File: config.mk
export PLATFORM = sky130hd
export DESIGN_NAME = axis_pkt_arb2
export DESIGN_NICKNAME = d
export VERILOG_FILES = /design/src/rtl/axis_pkt_arb2.sv
export SDC_FILE = /design/constraint.sdc
export NUM_CORES = 1
export LEC_CHECK = 0
export ABC_AREA = 1
export CORE_ASPECT_RATIO = 0.75
export CORE_MARGIN = 5
export CORE_UTILIZATION = 47
export DETAILED_ROUTE_END_ITERATION = 6
export PLACE_DENSITY_LB_ADDON = 0.08
export SLEW_MARGIN = 20
export SYNTH_ARGS = -nofsm -noshare
export SYNTH_HDL_FRONTEND = slang
export SYNTH_SLANG_ARGS = --single-unit
File: constraint.sdc
create_clock -name aclk -period 1.7 [get_ports aclk]
set_input_delay 0.34 -clock aclk [delete_from_list [all_inputs] [get_ports aclk]]
set_output_delay 0.34 -clock aclk [all_outputs]
set_load 0.02 [all_outputs]
File: src/rtl/axis_pkt_arb2.sv
// Two-input packet-atomic round-robin AXI-Stream arbiter with a single
// registered output stage, source tagging on tuser and per-source packet counters.
module axis_pkt_arb2 #(
    parameter int DATA_WIDTH = 32,
    parameter int CNT_WIDTH  = 32
) (
    input  logic                  aclk,
    input  logic                  aresetn,
    input  logic                  enable,
    input  logic [DATA_WIDTH-1:0] s0_axis_tdata,
    input  logic                  s0_axis_tvalid,
    output logic                  s0_axis_tready,
    input  logic                  s0_axis_tlast,
    input  logic [DATA_WIDTH-1:0] s1_axis_tdata,
    input  logic                  s1_axis_tvalid,
    output logic                  s1_axis_tready,
    input  logic                  s1_axis_tlast,
    output logic [DATA_WIDTH-1:0] m_axis_tdata,
    output logic                  m_axis_tvalid,
    input  logic                  m_axis_tready,
    output logic                  m_axis_tlast,
    output logic                  m_axis_tuser,
    output logic                  busy,
    output logic                  cur_src,
    output logic [CNT_WIDTH-1:0]  pkt_count0,
    output logic [CNT_WIDTH-1:0]  pkt_count1
);

    typedef enum logic [0:0] {
        IDLE = 1'b0,
        BUSY = 1'b1
    } state_t;

    localparam logic [CNT_WIDTH-1:0] CNT_ONE = {{(CNT_WIDTH-1){1'b0}}, 1'b1};

    state_t                  state_r;
    state_t                  state_nxt_s;
    logic                    cur_src_r;
    logic                    cur_src_nxt_s;
    logic                    last_grant_r;
    logic                    last_grant_nxt_s;

    logic [DATA_WIDTH-1:0]   m_tdata_r;
    logic                    m_tvalid_r;
    logic                    m_tlast_r;
    logic                    m_tuser_r;
    logic [CNT_WIDTH-1:0]    cnt0_r;
    logic [CNT_WIDTH-1:0]    cnt1_r;

    logic                    out_free_s;
    logic                    sel_valid_s;
    logic                    sel_last_s;
    logic [DATA_WIDTH-1:0]   sel_data_s;
    logic                    accept_s;
    logic                    pkt_done_s;

    // Select the granted source's beat and derive the handshake.
    always_comb begin
        out_free_s = !m_tvalid_r || m_axis_tready;
        if (cur_src_r) begin
            sel_valid_s = s1_axis_tvalid;
            sel_last_s  = s1_axis_tlast;
            sel_data_s  = s1_axis_tdata;
        end else begin
            sel_valid_s = s0_axis_tvalid;
            sel_last_s  = s0_axis_tlast;
            sel_data_s  = s0_axis_tdata;
        end
        accept_s   = (state_r == BUSY) && sel_valid_s && out_free_s;
        pkt_done_s = accept_s && sel_last_s;
    end

    // Only the granted source sees ready, and only while the output slot can take a beat.
    always_comb begin
        s0_axis_tready = 1'b0;
        s1_axis_tready = 1'b0;
        if (state_r == BUSY) begin
            if (cur_src_r) begin
                s1_axis_tready = out_free_s;
            end else begin
                s0_axis_tready = out_free_s;
            end
        end else begin
            s0_axis_tready = 1'b0;
            s1_axis_tready = 1'b0;
        end
    end

    // Next-state logic: arbitrate in IDLE, hold the grant until the tlast beat.
    always_comb begin
        state_nxt_s      = state_r;
        cur_src_nxt_s    = cur_src_r;
        last_grant_nxt_s = last_grant_r;
        case (state_r)
            IDLE: begin
                if (enable && (s0_axis_tvalid || s1_axis_tvalid)) begin
                    state_nxt_s = BUSY;
                    if (s0_axis_tvalid && s1_axis_tvalid) begin
                        cur_src_nxt_s = !last_grant_r;
                    end else if (s1_axis_tvalid) begin
                        cur_src_nxt_s = 1'b1;
                    end else begin
                        cur_src_nxt_s = 1'b0;
                    end
                end else begin
                    state_nxt_s = IDLE;
                end
            end
            BUSY: begin
                if (pkt_done_s) begin
                    state_nxt_s      = IDLE;
                    last_grant_nxt_s = cur_src_r;
                end else begin
                    state_nxt_s = BUSY;
                end
            end
            default: begin
                state_nxt_s = IDLE;
            end
        endcase
    end

    // FSM and grant registers; last_grant resets to 1 so source 0 wins the first tie.
    always_ff @(posedge aclk or negedge aresetn) begin
        if (!aresetn) begin
            state_r      <= IDLE;
            cur_src_r    <= 1'b0;
            last_grant_r <= 1'b1;
        end else begin
            state_r      <= state_nxt_s;
            cur_src_r    <= cur_src_nxt_s;
            last_grant_r <= last_grant_nxt_s;
        end
    end

    // Output register: load on acceptance, drain when downstream takes the beat.
    always_ff @(posedge aclk or negedge aresetn) begin
        if (!aresetn) begin
            m_tdata_r  <= {DATA_WIDTH{1'b0}};
            m_tvalid_r <= 1'b0;
            m_tlast_r  <= 1'b0;
            m_tuser_r  <= 1'b0;
        end else if (accept_s) begin
            m_tdata_r  <= sel_data_s;
            m_tvalid_r <= 1'b1;
            m_tlast_r  <= sel_last_s;
            m_tuser_r  <= cur_src_r;
        end else if (m_axis_tready) begin
            m_tvalid_r <= 1'b0;
        end else begin
            m_tvalid_r <= m_tvalid_r;
        end
    end

    // Per-source packet counters, wrapping naturally.
    always_ff @(posedge aclk or negedge aresetn) begin
        if (!aresetn) begin
            cnt0_r <= {CNT_WIDTH{1'b0}};
            cnt1_r <= {CNT_WIDTH{1'b0}};
        end else if (pkt_done_s) begin
            if (cur_src_r) begin
                cnt1_r <= cnt1_r + CNT_ONE;
            end else begin
                cnt0_r <= cnt0_r + CNT_ONE;
            end
        end else begin
            cnt0_r <= cnt0_r;
            cnt1_r <= cnt1_r;
        end
    end

    assign m_axis_tdata  = m_tdata_r;
    assign m_axis_tvalid = m_tvalid_r;
    assign m_axis_tlast  = m_tlast_r;
    assign m_axis_tuser  = m_tuser_r;
    assign busy          = (state_r == BUSY);
    assign cur_src       = cur_src_r;
    assign pkt_count0    = cnt0_r;
    assign pkt_count1    = cnt1_r;

endmodule

Yosys cells after proc, flatten, opt, wreduce, memory -nomap -nowiden
Index checks and enable logic that the tools add are counted.
{ "op_classes": {"n_addsub": 2, "muxes": 14, "n_bitwise": 2, "reduce_logical": 14} }
{ "op_table": {"columns": ["op", "count"], "rows": [
  ["adder 32 x 1 -> 32 bit (second input constant)", 2],
  ["2-to-1 mux 32 bit", 1],
  ["2-to-1 mux 1 bit", 12],
  ["AND reduction 2 bit", 4],
  ["logical AND 1 bit", 5],
  ["zero test 1 bit", 2],
  ["logical OR 1 bit", 2],
  ["NOT 1 bit", 2],
  ["one-hot mux 1 bit (2 select lines)", 1],
  ["nonzero test 2 bit", 1]
]} }
{ "word_totals": {"register_bits": 102, "inputBits": 72, "out_inout_bits": 103, "word_cells": 41} }

Depth between registers and ports, before layout
{ "logic_depth": {"word_depth": 6, "depth_mapped": 10, "mapped_depth_nobuf": 10} }

Least setup slack after synthesis
OpenSTA, ideal clock, no wires.
{ "synth_path": {"path_type": "register -> output", "startpoint": "reg cur_src_r (netlist: cur_src)", "endpoint": "out s1_axis_tready", "t_arrival_ps": 1467, "required_time_ps": 1360, "slack_ps": -107, "path_stages_with_launch": 5, "n_path_buf": 2, "cell_sequence": "dfrtp_1 inv_2 buf_2 buf_1 nor3_1"} }
{ "synth_between": {"elab_chain_len": 2} }
{ "synth_rtl": {"columns": ["element", "line", "source"], "rows": [
  ["start: declaration", "38", "logic cur_src_r;"],
  ["start signal: assignment", "131", "cur_src_r <= cur_src_nxt_s;"],
  ["2-to-1 mux 1 bit", "78", "if (cur_src_r) begin"],
  ["2-to-1 mux 1 bit", "77", "if (state_r == BUSY) begin"],
  ["end: declaration", "16", "output logic s1_axis_tready,"]
]} }
No other way between the ends.

Worst setup path in the final report
{ "layout_path": {"startpoint": "reg m_tdata_r[25] (netlist: m_axis_tdata[25])", "endpoint": "out m_axis_tdata[25]"} }
{ "layout_lines": {"columns": ["element", "line", "source"], "rows": [
  ["start: declaration", "43", "logic [DATA_WIDTH-1:0] m_tdata_r;"],
  ["start signal: assignment", "139", "m_tdata_r <= {DATA_WIDTH{1'b0}};"],
  ["start signal: assignment", "144", "m_tdata_r <= sel_data_s;"],
  ["end: declaration", "18", "output logic [DATA_WIDTH-1:0] m_axis_tdata,"]
]} }
No word-level cell between the ends.

==> impl_metrics.tcl <==
set metrics [dict create \
    antenna_found_initial 0 \
    core-area_sq_um 11100 \
    row_count 33 \
    yosysTopAreaCell "dfrtp_1" \
    slowest_delay_ps 620 \
    post-place-ws_ps -347 \
    hpwl_microns 12200 \
    setup_slack_ps 41.5 \
    grt_pass1_vias 5456 \
    ir_drop_v 0.000668 \
    insertedDiodeCount 0 \
    endpoint_kind "output port" \
    setup.worst_path.start "m_axis_tdata[25]" \
    initial_core_util_pct 48.6 \
    htree_levels 3 \
    fillCellCount 891 \
    grt_max_degree 40 \
    die_width_microns 134 \
    max_freq_mhz 603 \
    slew_violations 0 \
    numCtsBuffers 9 \
    io_pins 175 \
    slowest_stage "clkdlybuf4s50_1" \
    critPathArrivalTime_ps 1320 \
    grt_pass1_wl_microns 26300 \
    status "finished clean" \
    critPathLaunchType "flop" \
    cp_top_family "buffers and inverters" \
    clockBufferDepth 2 \
    clk_latency_ps 340 \
    cap_violations 0 \
    area_growth_pct 47.4 \
    postSynthAreaPerCell_sq_um 7.43 \
    synthArstFlopShare_pct 100 \
    slew_headroom_pct 75.7 \
    viasPerCell 5.14 \
    path_cells "clkdlybuf4s50_1" \
    post_drt_wl_per_cell_microns 15.2 \
    portBuffers 174 \
    worst-path-buf-inv 1 \
    synth-compound-area-share_pct 5.67 \
    hp-class "in2async" \
    min_period_ps 1660 \
    dr.pass1.iters 5 \
    muxShareOfSynthArea_pct 0 \
    critPathKind "reg2out" \
    synthSimpleGateAreaFrac_pct 36.1 \
    multiInputGateArea_sq_um 2570 \
    reg2reg_depth 9 \
    yosys-top-cells-area "dfrtp_1 (47%), nand2_1 (18%), nor2_1 (7.5%)" \
    synth_fa_ha_area_share_pct 0.465 \
    netlist_instances 724 \
    synthTopCellsByCount "nand2_1 (265), nor2_1 (108), dfrtp_1 (101), inv_1 (56), a31oi_1 (32)" \
    place.gp.congestion 0.889 \
    synth_fp_nets 798 \
    rrSetupSlack_ps 90 \
    cts.clk_slew.worst_paths_ps 70 \
    yosysTopAreaCellShare_pct 47.0 \
    hold-worst-slack_ps 456 \
    synth_top_family_by_area "simple AND/OR/NAND/NOR gates" \
    yosysUniqueCellTypes 31 \
    chipHeight_microns 103 \
    hold_viol 0 \
    crit_required_ps 1360 \
    cts.sinks 102 \
    drc_errors 0 \
    synth-edff-count 0 \
    vias 5522 \
    globalRouteTotalUtil_pct 23.7 \
    endpoint "m_axis_tdata[25]" \
    drive_gt1_share_pct 10.1 \
    die_area_sq_um 13700 \
    powerDensity_nw_per_um2 1230 \
    worstMarginPinSlew_ps 361 \
    cts-root-buf "clkbuf_16" \
    fin_nets 1003 \
    synth_xor_area_share_pct 4.23 \
    finalCritPeriodShare_pct 97.6 \
    ys_ff_latch 102 \
    drtAntennaViolNets 0 \
    clock_skew_ps 5.94 \
    rr_startpoint "m_axis_tvalid" \
    post-synth-top-count-cell "nand2_1" \
    gr-total-overflow 0 \
    postRouteWirelength_microns 16300 \
    p_leak_nw 3.78 \
    cp_max_fo 2 \
    synthFlopType "dfrtp_1" \
    cp_num_cells 1 \
    drtIter0Drc 315 \
    r2r-end "pkt_count0[13]" \
    yosys_warnings 0 \
    netlist_area_sq_um 5380 \
    cts_tree "built" \
    finalSetupViolCount 0 \
    seq_area_sq_um 2550 \
    synth_seq_area_share_pct 47.5 \
]
==> cell families after synthesis <==
| family | after synthesis |
|---|---|
| and+or+nand+nor | 462 |
| DFF | 102 |
| buffers and inverters | 80 |
| AOI/OAI and AO/OA | 52 |
| xor gates and xnor gates | 26 |
| adders and majority gates | 2 |
==> where the power goes <==
part	leakage, nW	switching (W)	total (W)	internal, W
Sequential	1.30	0.000361	0.00337	0.00300
Clock	0.130	0.000921	0.00195	0.00103
Combinational	2.35	0.00249	0.00442	0.00193
Total	3.78	0.00377	0.00973	0.00596
==> timing repair <==
item	4_1_cts	5_1_grt
endpoints found under the hold margin	22	0
gates resized for setup	76	41
buffers inserted	1	5
setup endpoints to repair	74	49
pin swaps	0	4
gates cloned	1	1
hold buffers	1	0
==> through the flow <==
stage / instances / area (sq um) / setup TNS (ps) / total power, W / util (%)
floorplan: 724 / 5390 / 0 / 0.00562 / -
global placement: 1049 / 7510 / -8470 / 0.00766 / 67.9
detailed placement: 1049 / 7510 / -10210 / 0.00779 / 67.9
CTS: 1068 / 7750 / 0 / 0.00968 / 70.1
global route: 1074 / 7930 / -24.9 / 0.0103 / 71.7
finish: 1074 / 7930 / 0 / 0.00973 / 71.7
==> worst min-delay path by stage <==
stage                        from        endpoint  slack [ps]  cells past startpoint
final                     aresetn  pkt_count1[22]         460                      2
after global routing      aresetn   pkt_count1[8]         470                      2
after CTS                 aresetn   pkt_count1[8]         460                      2
after detailed placement  aresetn  pkt_count1[18]         280                      1
after global placement    aresetn  pkt_count1[22]         270                      1
after floorplan           aresetn            busy          40                      0
==> placed cells by master (no fill, tap or decap), types with 3 or more instances in the layout <==
cell type          n
o21ai_0            9
a21oi_1            3
dlygate4sd2_1     65
nand2_1          264
nand3_1           29
nor3_1             9
inv_1             55
xor2_1            11
buf_12             6
nor2_1           102
a31oi_1           32
inv_2              4
dfrtp_1          100
nand3b_1          12
clkdlybuf4s50_1   90
dlymetal6s2s_1    16
nor2_2            13
buf_6              4
clkinv_2           3
nor2_4             5
clkbuf_16         10
buf_4             28
xnor2_1           15
o21ai_1            6
clkinvlp_4         3
nand4_1           16
==> layout make-up <==
| type | count | area share (%) |
|---|---|---|
| well taps | 140 | 2.21 |
| clock buffers | 10 | 3.01 |
| flip-flops and latches | 102 | 32.2 |
| multi-input cells | 542 | 32.5 |
| repair buffers | 214 | 26.7 |
| clock inverters | 6 | 0.473 |
| inverters | 60 | 2.90 |
==> worst register-to-register path: stages (launching register included) <==
cell and delay, ps:
dfrtp_1 390, inv_1 50, or2_1 130, buf_4 170, nand2_8 80, nor2_4 180
buf_4 150, clkbuf_16 140, nand2_1 70, xnor2_1 130
==> layer usage <==
metal | GRT usage (%) | vias to the layer above | part of all wire (%)
met3 | 5.76 | 24 | 6.2
met4 | 7.67 | 0 | 1.4
met5 | 0 | - | 0
met2 | 40.4 | 201 | 49
met1 | 30.3 | 2582 | 43
li1 | - | 2715 | -
Power figures use the tool's default switching activity.
